--- src/rtl/stump_bist_ctrl.sv ---
// BIST sequencer for the STUMPS datapath: PRPG seed load, scan shift and capture per pattern,
// a final scan unload into the SISA, then a signature compare against golden_sig.
module stump_bist_ctrl #(
    parameter int CHAIN_LEN   = 16,
    parameter int PATTERN_CNT = 1024,
    parameter int SIG_W       = 181
) (
    input  logic                               clk,
    input  logic                               internalRst,
    input  logic                               start,
    input  logic                               abort,
    input  logic [SIG_W-1:0]                   sisa_sig,
    input  logic [SIG_W-1:0]                   golden_sig,
    output logic                               seed_load,
    output logic                               prpg_en,
    output logic                               scan_en,
    output logic                               capture,
    output logic                               sisa_en,
    output logic [$clog2(PATTERN_CNT+1)-1:0]   pattern_idx,
    output logic                               busy,
    output logic                               done,
    output logic                               pass
);

    localparam int PW = $clog2(PATTERN_CNT + 1);
    localparam int CW = (CHAIN_LEN > 1) ? $clog2(CHAIN_LEN) : 1;

    typedef enum logic [2:0] {
        IDLE    = 3'd0,
        INIT    = 3'd1,
        SHIFT   = 3'd2,
        CAPTURE = 3'd3,
        UNLOAD  = 3'd4,
        COMPARE = 3'd5,
        DONE    = 3'd6
    } state_t;

    state_t          state_q, state_d;
    logic [CW-1:0]   shift_cnt_q, shift_cnt_d;
    logic [PW-1:0]   pattern_idx_q, pattern_idx_d;
    logic            pass_q, pass_d;
    logic            busy_state;
    logic            shift_last;

    always_ff @(posedge clk or posedge internalRst) begin
        if (internalRst) begin
            state_q       <= IDLE;
            shift_cnt_q   <= '0;
            pattern_idx_q <= '0;
            pass_q        <= 1'b0;
        end else begin
            state_q       <= state_d;
            shift_cnt_q   <= shift_cnt_d;
            pattern_idx_q <= pattern_idx_d;
            pass_q        <= pass_d;
        end
    end

    assign busy_state = (state_q == INIT) || (state_q == SHIFT) || (state_q == CAPTURE) ||
                        (state_q == UNLOAD) || (state_q == COMPARE);
    assign shift_last = (shift_cnt_q == CW'(CHAIN_LEN - 1));

    always_comb begin
        state_d       = state_q;
        shift_cnt_d   = shift_cnt_q;
        pattern_idx_d = pattern_idx_q;
        pass_d        = pass_q;
        if (abort && busy_state) begin
            state_d       = IDLE;
            shift_cnt_d   = '0;
            pattern_idx_d = '0;
            pass_d        = 1'b0;
        end else begin
            case (state_q)
                IDLE, DONE: begin
                    // Restart clears the previous verdict on the accepting edge
                    if (start) begin
                        state_d       = INIT;
                        pattern_idx_d = '0;
                        pass_d        = 1'b0;
                    end
                end
                INIT: begin
                    state_d       = SHIFT;
                    shift_cnt_d   = '0;
                    pattern_idx_d = '0;
                end
                SHIFT: begin
                    if (shift_last) begin
                        shift_cnt_d = '0;
                        state_d     = CAPTURE;
                    end else begin
                        shift_cnt_d = shift_cnt_q + CW'(1);
                    end
                end
                CAPTURE: begin
                    pattern_idx_d = pattern_idx_q + PW'(1);
                    state_d       = (pattern_idx_q == PW'(PATTERN_CNT - 1)) ? UNLOAD : SHIFT;
                end
                UNLOAD: begin
                    if (shift_last) begin
                        shift_cnt_d = '0;
                        state_d     = COMPARE;
                    end else begin
                        shift_cnt_d = shift_cnt_q + CW'(1);
                    end
                end
                COMPARE: begin
                    pass_d  = (sisa_sig == golden_sig);
                    state_d = DONE;
                end
                default: begin
                    state_d     = IDLE;
                    shift_cnt_d = '0;
                end
            endcase
        end
    end

    // The first SHIFT after INIT unloads undefined chain content, so the SISA skips it;
    // pattern_idx is still 0 only during that first shift phase.
    always_comb begin
        seed_load   = (state_q == INIT);
        prpg_en     = (state_q == SHIFT);
        scan_en     = (state_q == SHIFT) || (state_q == UNLOAD);
        capture     = (state_q == CAPTURE);
        sisa_en     = ((state_q == SHIFT) && (pattern_idx_q != '0)) || (state_q == UNLOAD);
        pattern_idx = pattern_idx_q;
        busy        = busy_state;
        done        = (state_q == DONE);
        pass        = pass_q && (state_q == DONE);
    end

endmodule

--- config.mk ---
export PLATFORM = sky130hd
export DESIGN_NAME = stump_bist_ctrl
export DESIGN_NICKNAME = d
export VERILOG_FILES = /design/src/rtl/stump_bist_ctrl.sv
export SDC_FILE = /design/constraint.sdc
export NUM_CORES = 1
export LEC_CHECK = 0
export CAP_MARGIN = 20
export CORE_AREA = 3 3 149 151
export DETAILED_ROUTE_END_ITERATION = 8
export DIE_AREA = 0 0 152 154
export SYNTH_ARGS = -nofsm -noshare
export SYNTH_HDL_FRONTEND = slang
export SYNTH_SLANG_ARGS = --single-unit
export TNS_END_PERCENT = 100
--- constraint.sdc ---
create_clock -name clk -period 1.8 [get_ports clk]
set_input_delay 0.27 -clock clk [delete_from_list [all_inputs] [get_ports clk]]
set_output_delay 0.27 -clock clk [all_outputs]
set_load 0.05 [all_outputs]
==> results_dict.tcl, run 1 <==
set metrics [dict create \
    cts_tree "yes" \
    setup_tns_ps -261 \
    antenna_found_initial 4 \
    cts_root_buf "clkbuf_16" \
    area_growth_pct 158 \
    clk_pin_slew_ps 60 \
    wirelength_um 20400 \
    antenna_left 0 \
    dp_slack_ps -883 \
    violations "setup timing" \
    fin_crit_sh_pct 107 \
    grt.overflow.total 0 \
    fp.dieH_um 154 \
    dp_hpwl_um 18400 \
    cp_num_buf_inv 4 \
    synth_nets 772 \
    critPathKind "reg -> out" \
    reg2reg_depth 7 \
    cts.sinks 19 \
    first_pass_iters 4 \
    fin_nets 1199 \
    synth_area_um2 3230 \
    multi_input_area_um2 2870 \
    regArea_um2 479 \
    drc 0 \
    finalHoldViolCount 0 \
    setup_violations 3 \
    relSlewSlack_pct 75.2 \
    fillers 2155 \
    first_global_vias 4808 \
    synth.avg_cell_area_um2 8.02 \
    final_area_um2 8330 \
    drive_gt1_share_pct 13.6 \
    worst_ep_required_time_ps 1530 \
    yosysUniqueCellTypes 42 \
    fin_ws_ps -128 \
    path_delay_family "compound AO/OA/AOI/OAI gates" \
    core-area_um2 21000 \
    netlist_instances 403 \
    yosys.area.top_type "xnor2_1" \
    leakage_nw 3.65 \
    clk_latency_ps 250 \
    crit_fanout 9 \
    ys_warn_count 0 \
    cts_buffers 3 \
    worstPathArrival_ps 1660 \
    fp.dieArea_um2 23400 \
    routed_via_density 4.12 \
    synthTopCellsByArea "xnor2_1 33%, dfrtp_1 15%, xor2_1 13%" \
    finalCriticalPeriod_ps 1930 \
    ys_seq_area_share_pct 14.7 \
    place_area_um2 7700 \
    power.density_nw_per_um2 560 \
    max_freq_mhz 519 \
    grt_pass1_wl_um 28600 \
    num_rows 53 \
    track_usage_pct 15.8 \
    maxCapViolCount 0 \
    start_util_pct 15.4 \
    outcome "finished with violations" \
    cts_hold_buf 0 \
    drtIter0Drc 136 \
    start_kind "register" \
    wl_per_cell_um 18.5 \
    cp.depth 6 \
    hold_path.class "in -> async" \
    synth_top_area_share_pct 32.8 \
    rsz0062_at_grt "true" \
    htree_levels 1 \
    synth_seq_cells 19 \
    instances_no_fill 1106 \
    max_stage_delay_ps 380 \
    slew_violations 0 \
    portBuffers 384 \
    dp_cells 1088 \
    grt_max_degree 23 \
    cp_slowest_cell "dfrtp_1" \
    tightestPinTransition_ps 369 \
    irDropWorstVdd_v 0.000475 \
    die_w_um 152 \
    io_pins 385 \
    critPathCaptureType "output pin" \
    gp_congestion 0.888 \
    clk_path_buf_depth 2 \
    crit_path_cell_trace "buf_8 -> buf_6 -> inv_1 -> a311o_1 -> a21oi_4 -> buf_12" \
    total_power_mw 4.66 \
    vias 4552 \
    skew_ps 3.03 \
]
-- layout make-up --
type | count | share of cell area [%]
sequential | 19 | 5.76
tap | 275 | 4.13
multi-input combinational | 355 | 34.5
clock buffer | 4 | 0.947
inverter | 19 | 0.857
antenna | 2 | 0.0601
timing repair buffer | 432 | 53.7
-- routing by layer --
layer | part of all wire [%] | GRT usage (%) | up-vias
li1 | - | - | 2293
met1 | 37 | 17.8 | 2046
met2 | 53 | 29.5 | 187
met3 | 7.4 | 4.45 | 22
met4 | 2.0 | 3.77 | 4
met5 | 0.11 | 0 | -
-- power by group --
part           switching, mW  internal (mW)
Sequential            0.0663          0.496
Combinational           1.58           2.04
Clock                  0.169          0.302
-- cell usage after synthesis (all sizes together) --
library cell,count
a21oi,9
nand2,12
nand2b,2
o41ai,2
o2111ai,1
o31ai,3
a22oi,1
o22ai,4
nor2,20
nor4b,1
dfrtp,19
o2bb2ai,6
xnor2,121
a211oi,1
a221oi,4
a21o,2
inv,19
nand4,37
nor3,7
a311o,1
and3,3
a22o,2
xor2,49
o32a,1
mux2i,2
mux2,1
nor2b,1
nor4,22
and2,3
o21ai,19
nand3,8
a31oi,6
buf,9
clkbuf,1
ha,3
a32oi,1
-- sequential cells by signal, indices dropped and copies added (netlist names) --
| register | count |
|---|---|
| state_q | 3 |
| pass_q | 1 |
| pattern_idx | 11 |
| shift_cnt_q | 4 |
-- through the flow --
| step | utilization, % | hold slack (ps) |
|---|---|---|
| 2_1_floorplan | - | 221 |
| 3_3_place_gp | 36.7 | 497 |
| 3_5_place_dp | 36.7 | 508 |
| 4_1_cts | 37.5 | 307 |
| 5_1_grt | 39.7 | 333 |
| 6_report | 39.7 | 296 |
-- path summary, 6_finish.rpt --
| path | slack (ps) | end | start |
|---|---|---|---|
| min in group clk | 510 | shift_cnt_q[0] | shift_cnt_q[0] |
| max in group asynchronous | 1050 | state_q[0] | internalRst |
| worst max-delay path | -130 | sisa_en | state_q[1] |
| worst min-delay path | 300 | pattern_idx[5] | internalRst |
| worst min register to register | 510 | shift_cnt_q[0] | shift_cnt_q[0] |
| worst max register to register | -70 | pass_q | state_q[0] |
-- logic make-up after synthesis --
logic type	Yosys count	share of synthesized area, %
flops	19	14.7
buf+inv	29	4.14
fa+ha+maj	3	1.16
mux	3	0.968
simple gates	116	19.8
xor+xnor	170	46.1
compound gates	63	13.1
-- placed cells by master, fill, tap and decap left out, drive strengths merged, types with 3 or more instances in the layout --
master	n
clkbuf	5
o22ai	4
a21oi	9
nand4	37
inv	19
buf	66
nor2	20
o2bb2ai	6
xnor2	121
and3	3
nor4	22
nand2	12
xor2	49
nand3	8
a221oi	4
o21ai	19
dlymetal6s2s	69
ha	3
o31ai	3
dfrtp	19
nor3	7
a31oi	6
and2	3
clkdlybuf4s50	296
-- repair_timing --
item | in CTS | in global routing
resized for setup | 15 | 109
gates cloned | 0 | 1
setup endpoints to repair | 12 | 10
pin swaps | 4 | 52
setup buffers | 1 | 10
(Power assumes the default switching activity.)
==> run 2, diff against run 1 <==
--- a/config.mk
+++ b/config.mk
@@ -9,6 +9,8 @@
 export CORE_AREA = 3 3 149 151
 export DETAILED_ROUTE_END_ITERATION = 8
 export DIE_AREA = 0 0 152 154
+export HOLD_SLACK_MARGIN = 0.02
+export PLACE_DENSITY = 0.49
 export SYNTH_ARGS = -nofsm -noshare
 export SYNTH_HDL_FRONTEND = slang
 export SYNTH_SLANG_ARGS = --single-unit
==> constraint.sdc (replaced) <==
create_clock -name clk -period 1.8 [get_ports clk]
set_input_delay 0.27 -clock clk [delete_from_list [all_inputs] [get_ports clk]]
set_output_delay 0.27 -clock clk [all_outputs]
set_load 0.1 [all_outputs]
==> run 2 against run 1 <==
Net effect: the run still ends with setup timing left; worst setup slack improved by 11 ps; total power decreased by 0.38%; count of clock-buffer cells in the layout down 1; die area unchanged; non-clock buffer count shrank 16; cell count is 1.4% lower; wire length decreased by 1.8%; critical endpoint is now scan_en; largest power group unchanged.
==> results_dict.tcl, run 2 (synthesis results as in run 1) <==
set metrics [dict create \
    die_w_um 152 \
    final_common_cell "clkdlybuf4s50_1" \
    fp.dieArea_um2 23400 \
    drc 0 \
    clk_path_buf_depth 2 \
    start_kind "register" \
    outcome "finished with violations" \
    num_rows 53 \
    finalCriticalPeriod_ps 1920 \
    leakage_nw 3.22 \
    cp_slowest_cell "dfrtp_2" \
    htree_levels 1 \
    max_freq_mhz 522 \
    area_growth_pct 153 \
    cts_root_buf "clkbuf_16" \
    cts.sinks 19 \
    largest_reg_flops 11 \
    crit_path_cell_trace "buf_12 -> xnor2_1 -> buf_4 -> nor2_4 -> buf_12" \
    critPathCaptureType "output pin" \
    routed_via_density 4.07 \
    cts_buffers 3 \
    dp_hpwl_um 18400 \
    grt_max_degree 20 \
    hold_path.class "in -> async" \
    relSlewSlack_pct 68.5 \
    worstPathArrival_ps 1650 \
    irDropWorstVdd_v 0.000451 \
    crit_fanout 13 \
    slew_violations 0 \
    max_stage_delay_ps 480 \
    crit_path_frequent_cell "buf_12" \
    rrSetupSlack_ps -40 \
    antenna_found_initial 7 \
    fp.dieH_um 154 \
    most-common-layout-cells "331 x clkdlybuf4s50_1, 119 x xnor2_1, 49 x xor2_1" \
    final_area_um2 8160 \
    grt_pass1_wl_um 29300 \
    finalHoldViolCount 0 \
    first_pass_iters 4 \
    setup_violations 3 \
    drtIter0Drc 135 \
    clk_latency_ps 250 \
    antenna_left 0 \
    rsz0062_at_grt "true" \
    tightestPinTransition_ps 468 \
    fin_crit_sh_pct 107 \
    drive_gt1_share_pct 11.9 \
    skew_ps 1.01 \
    fillers 2147 \
    track_usage_pct 16.2 \
    violations "setup timing" \
    wl_per_cell_um 18.4 \
    fin_nets 1183 \
    vias 4438 \
    power.density_nw_per_um2 568 \
    wirelength_um 20000 \
    critPathKind "reg -> out" \
    clk_pin_slew_ps 60 \
    gp_congestion 0.837 \
    maxCapViolCount 0 \
    worst_ep_required_time_ps 1530 \
    first_global_vias 4724 \
    total_power_mw 4.64 \
    cts_tree "yes" \
    io_pins 385 \
    portBuffers 384 \
    place_area_um2 7850 \
    cts_hold_buf 0 \
    grt.overflow.total 0 \
    core-area_um2 21000 \
    fin_ws_ps -117 \
    start_util_pct 15.4 \
]
-- run 2: cell types whose count changed in the layout (fill, tap and decap cells not counted), sizes merged --
cell           change
clkdlybuf4s50     +35
buf               -15
diode              +1
dlymetal6s2s      -35
clkinv             +1
clkbuf             -2
-- run 2: path summary, 6_finish.rpt --
check                                    start        endpoint  cells past startpoint
max in group asynchronous          internalRst  pattern_idx[1]                      3
worst max register to register      state_q[1]          pass_q                      6
worst max-delay path                state_q[2]         scan_en                      5
min in group clk                shift_cnt_q[0]  shift_cnt_q[0]                      1
worst min register to register  shift_cnt_q[0]  shift_cnt_q[0]                      1
worst min-delay path               internalRst  pattern_idx[5]                      3
-- run 2: worst max-delay path: cells and delay by family, from the launching register on --
family,cells,cell delay [ps]
buffers and inverters,3,540
DFF,1,480
xor gates and xnor gates,1,350
and+or+nand+nor,1,30
-- run 2: final cells by class --
class	count	area, um^2	share of cell area, %
well taps	275	344	4.21
clock buffers	3	75.1	0.920
inverters	19	71.3	0.874
repair buffers	416	4380	53.6
clock inverters	1	5.00	0.0613
flip-flops and latches	19	495	6.07
multi-input cells	355	2790	34.2
diodes	3	7.51	0.0920
-- run 2: power by group --
group	total (mW)	switching [mW]	leakage, nW	internal (mW)
combinational	3.58	1.75	2.94	1.82
sequential	0.582	0.0843	0.239	0.497
clock	0.482	0.183	0.0409	0.299
total	4.64	2.02	3.22	2.62
-- run 2: through the flow --
step / hold slack (ps) / setup slack [ps] / cells / util [%] / setup TNS [ps]
finish: 357 / -117 / 1091 / 39.0 / -308
global route: 393 / -179 / 1091 / 39.0 / -520
CTS: 369 / -205 / 1088 / 38.2 / -484
detailed placement: 506 / -814 / 1082 / 37.4 / -1170
global placement: 499 / -759 / 1082 / 37.4 / -915
floorplan: 221 / -368 / 403 / - / -371
-- run 2: layer usage --
layer	share of wire, %	GRT usage, %	vias up	wire length, um
li1	-	-	2258	-
met1	38	18.6	1971	7660
met2	53	30.1	189	10700
met3	8.1	5.15	12	1620
met4	0.18	1.93	8	37
met5	0.25	0	-	50
-- run 2: repair_timing --
action / CTS / global route
endpoints found under the setup margin: 5 / 9
resized for setup: 12 / 48
setup buffers: 2 / 0
pin swaps: 6 / 29
==> run 3, diff against run 2 <==
--- a/config.mk
+++ b/config.mk
@@ -7,6 +7,7 @@
 export LEC_CHECK = 0
 export CAP_MARGIN = 20
 export CORE_AREA = 3 3 149 151
+export CTS_BUF_LIST = sky130_fd_sc_hd__clkbuf_8
 export DETAILED_ROUTE_END_ITERATION = 8
 export DIE_AREA = 0 0 152 154
 export HOLD_SLACK_MARGIN = 0.02
==> run 3 against run 2 <==
Net effect: the flow still finishes with violations (setup timing); register-to-register slack better by 50 ps; worst setup slack worse by 14 ps; sequential share of layout area down 0.15 points; combinational power up 5%; worst hold slack worse by 15 ps; highest routed layer unchanged.
==> results_dict.tcl, run 3 (synthesis results as in run 1) <==
set metrics [dict create \
    gp_congestion 0.837 \
    skew_ps 1.66 \
    routed_via_density 4.11 \
    crit_fanout 2 \
    grt.overflow.total 0 \
    critPathKind "reg -> out" \
    finalHoldViolCount 0 \
    drive_gt1_share_pct 13.9 \
    instances_no_fill 1100 \
    fin_nets 1192 \
    finalCriticalPeriod_ps 1930 \
    wirelength_um 20400 \
    dp_cells 1082 \
    cts.sinks 19 \
    rsz0062_at_grt "true" \
    worst_ep_required_time_ps 1530 \
    max_freq_mhz 518 \
    clk_path_buf_depth 2 \
    start_kind "register" \
    tightestPinTransition_ps 472 \
    grt_max_degree 20 \
    final_common_cell "clkdlybuf4s50_1" \
    portBuffers 384 \
    vias 4520 \
    first_pass_iters 4 \
    irDropWorstVdd_v 0.000466 \
    relSlewSlack_pct 68.2 \
    wl_per_cell_um 18.5 \
    num_rows 53 \
    cts_hold_buf 0 \
    first_global_vias 4713 \
    fp.dieArea_um2 23400 \
    clk_latency_ps 260 \
    drc 0 \
    final_area_um2 8400 \
    core-area_um2 21000 \
    maxCapViolCount 0 \
    cts_root_buf "clkbuf_8" \
    start_util_pct 15.4 \
    antenna_found_initial 7 \
    slew_violations 0 \
    critPathCaptureType "output pin" \
    clk_pin_slew_ps 80 \
    cts_tree "yes" \
    largest_reg_flops 11 \
    drtIter0Drc 113 \
    dp_slack_ps -814 \
    antenna_left 0 \
    track_usage_pct 16.1 \
    area_growth_pct 160 \
    most-common-layout-cells "273 x clkdlybuf4s50_1, 115 x xnor2_1, 92 x dlymetal6s2s_1" \
    io_pins 385 \
    worstPathArrival_ps 1660 \
    leakage_nw 3.81 \
    power.density_nw_per_um2 554 \
    die_w_um 152 \
    fin_ws_ps -131 \
    hold_path.class "in -> async" \
    setup_tns_ps -226 \
    violations "setup timing" \
    grt_pass1_wl_um 29200 \
    fp.dieH_um 154 \
    htree_levels 1 \
    place_area_um2 7850 \
    outcome "finished with violations" \
    fin_crit_sh_pct 107 \
    dp_hpwl_um 18400 \
    cts_buffers 3 \
    setup_violations 2 \
]
==> run 3: cell types whose count changed in the layout (fill, tap and decap cells not counted), sizes merged <==
cell	before	now
dlymetal6s2s	34	92
clkdlybuf4s50	331	273
buf	51	60
==> run 3: stage by stage <==
stage	util (%)	power, mW	hold WS [ps]
finish	40.1	4.65	342
global route	40.1	4.96	380
CTS	38.0	4.50	356
detailed placement	37.4	4.14	506
global placement	37.4	4.13	499
floorplan	-	2.39	221
==> run 3: critical path, stage by stage, from the launching register on <==
cell and delay [ps]:
dfrtp_4 420, inv_2 40, ha_4 150, nor4b_4 120
a311o_1 300, a21oi_4 180, buf_12 190
==> run 3: path summary, 6_finish.rpt <==
path,cells after the start,to,slack (ps),start
min in group clk,1,shift_cnt_q[0],520,shift_cnt_q[0]
worst min-delay path,3,pattern_idx[5],340,internalRst
worst max register to register,7,pass_q,10,state_q[0]
worst min register to register,1,shift_cnt_q[0],520,shift_cnt_q[0]
max in group asynchronous,3,pattern_idx[1],1210,internalRst
worst max-delay path,6,sisa_en,-130,pattern_idx[0]
==> run 3: routing by layer <==
metal	GRT usage [%]	wire, um
met1	18.5	7740
met2	30.1	10900
met3	5.15	1600
met4	2.05	56
met5	0	50
==> run 3: power breakdown <==
| part | internal (mW) | total, mW | switching, mW |
|---|---|---|---|
| combinational | 1.95 | 3.77 | 1.82 |
| sequential | 0.498 | 0.572 | 0.0731 |
| clock | 0.154 | 0.313 | 0.159 |
==> run 3: repair_timing <==
action,in CTS,in global routing
cloned,0,1
pin swaps,6,71
resized for setup,12,116
setup buffers,2,9
setup endpoints to repair,6,9
hold endpoints to repair,0,0
==> run 3: cell type report <==
class,count,area [um^2]
diodes,3,7.51
clock buffers,3,41.3
clock inverters,1,5.00
fillers,2135,12600
inverters,19,71.3
multi-input cells,355,2840
flip-flops and latches,19,497
well taps,275,344
repair buffers,425,4590
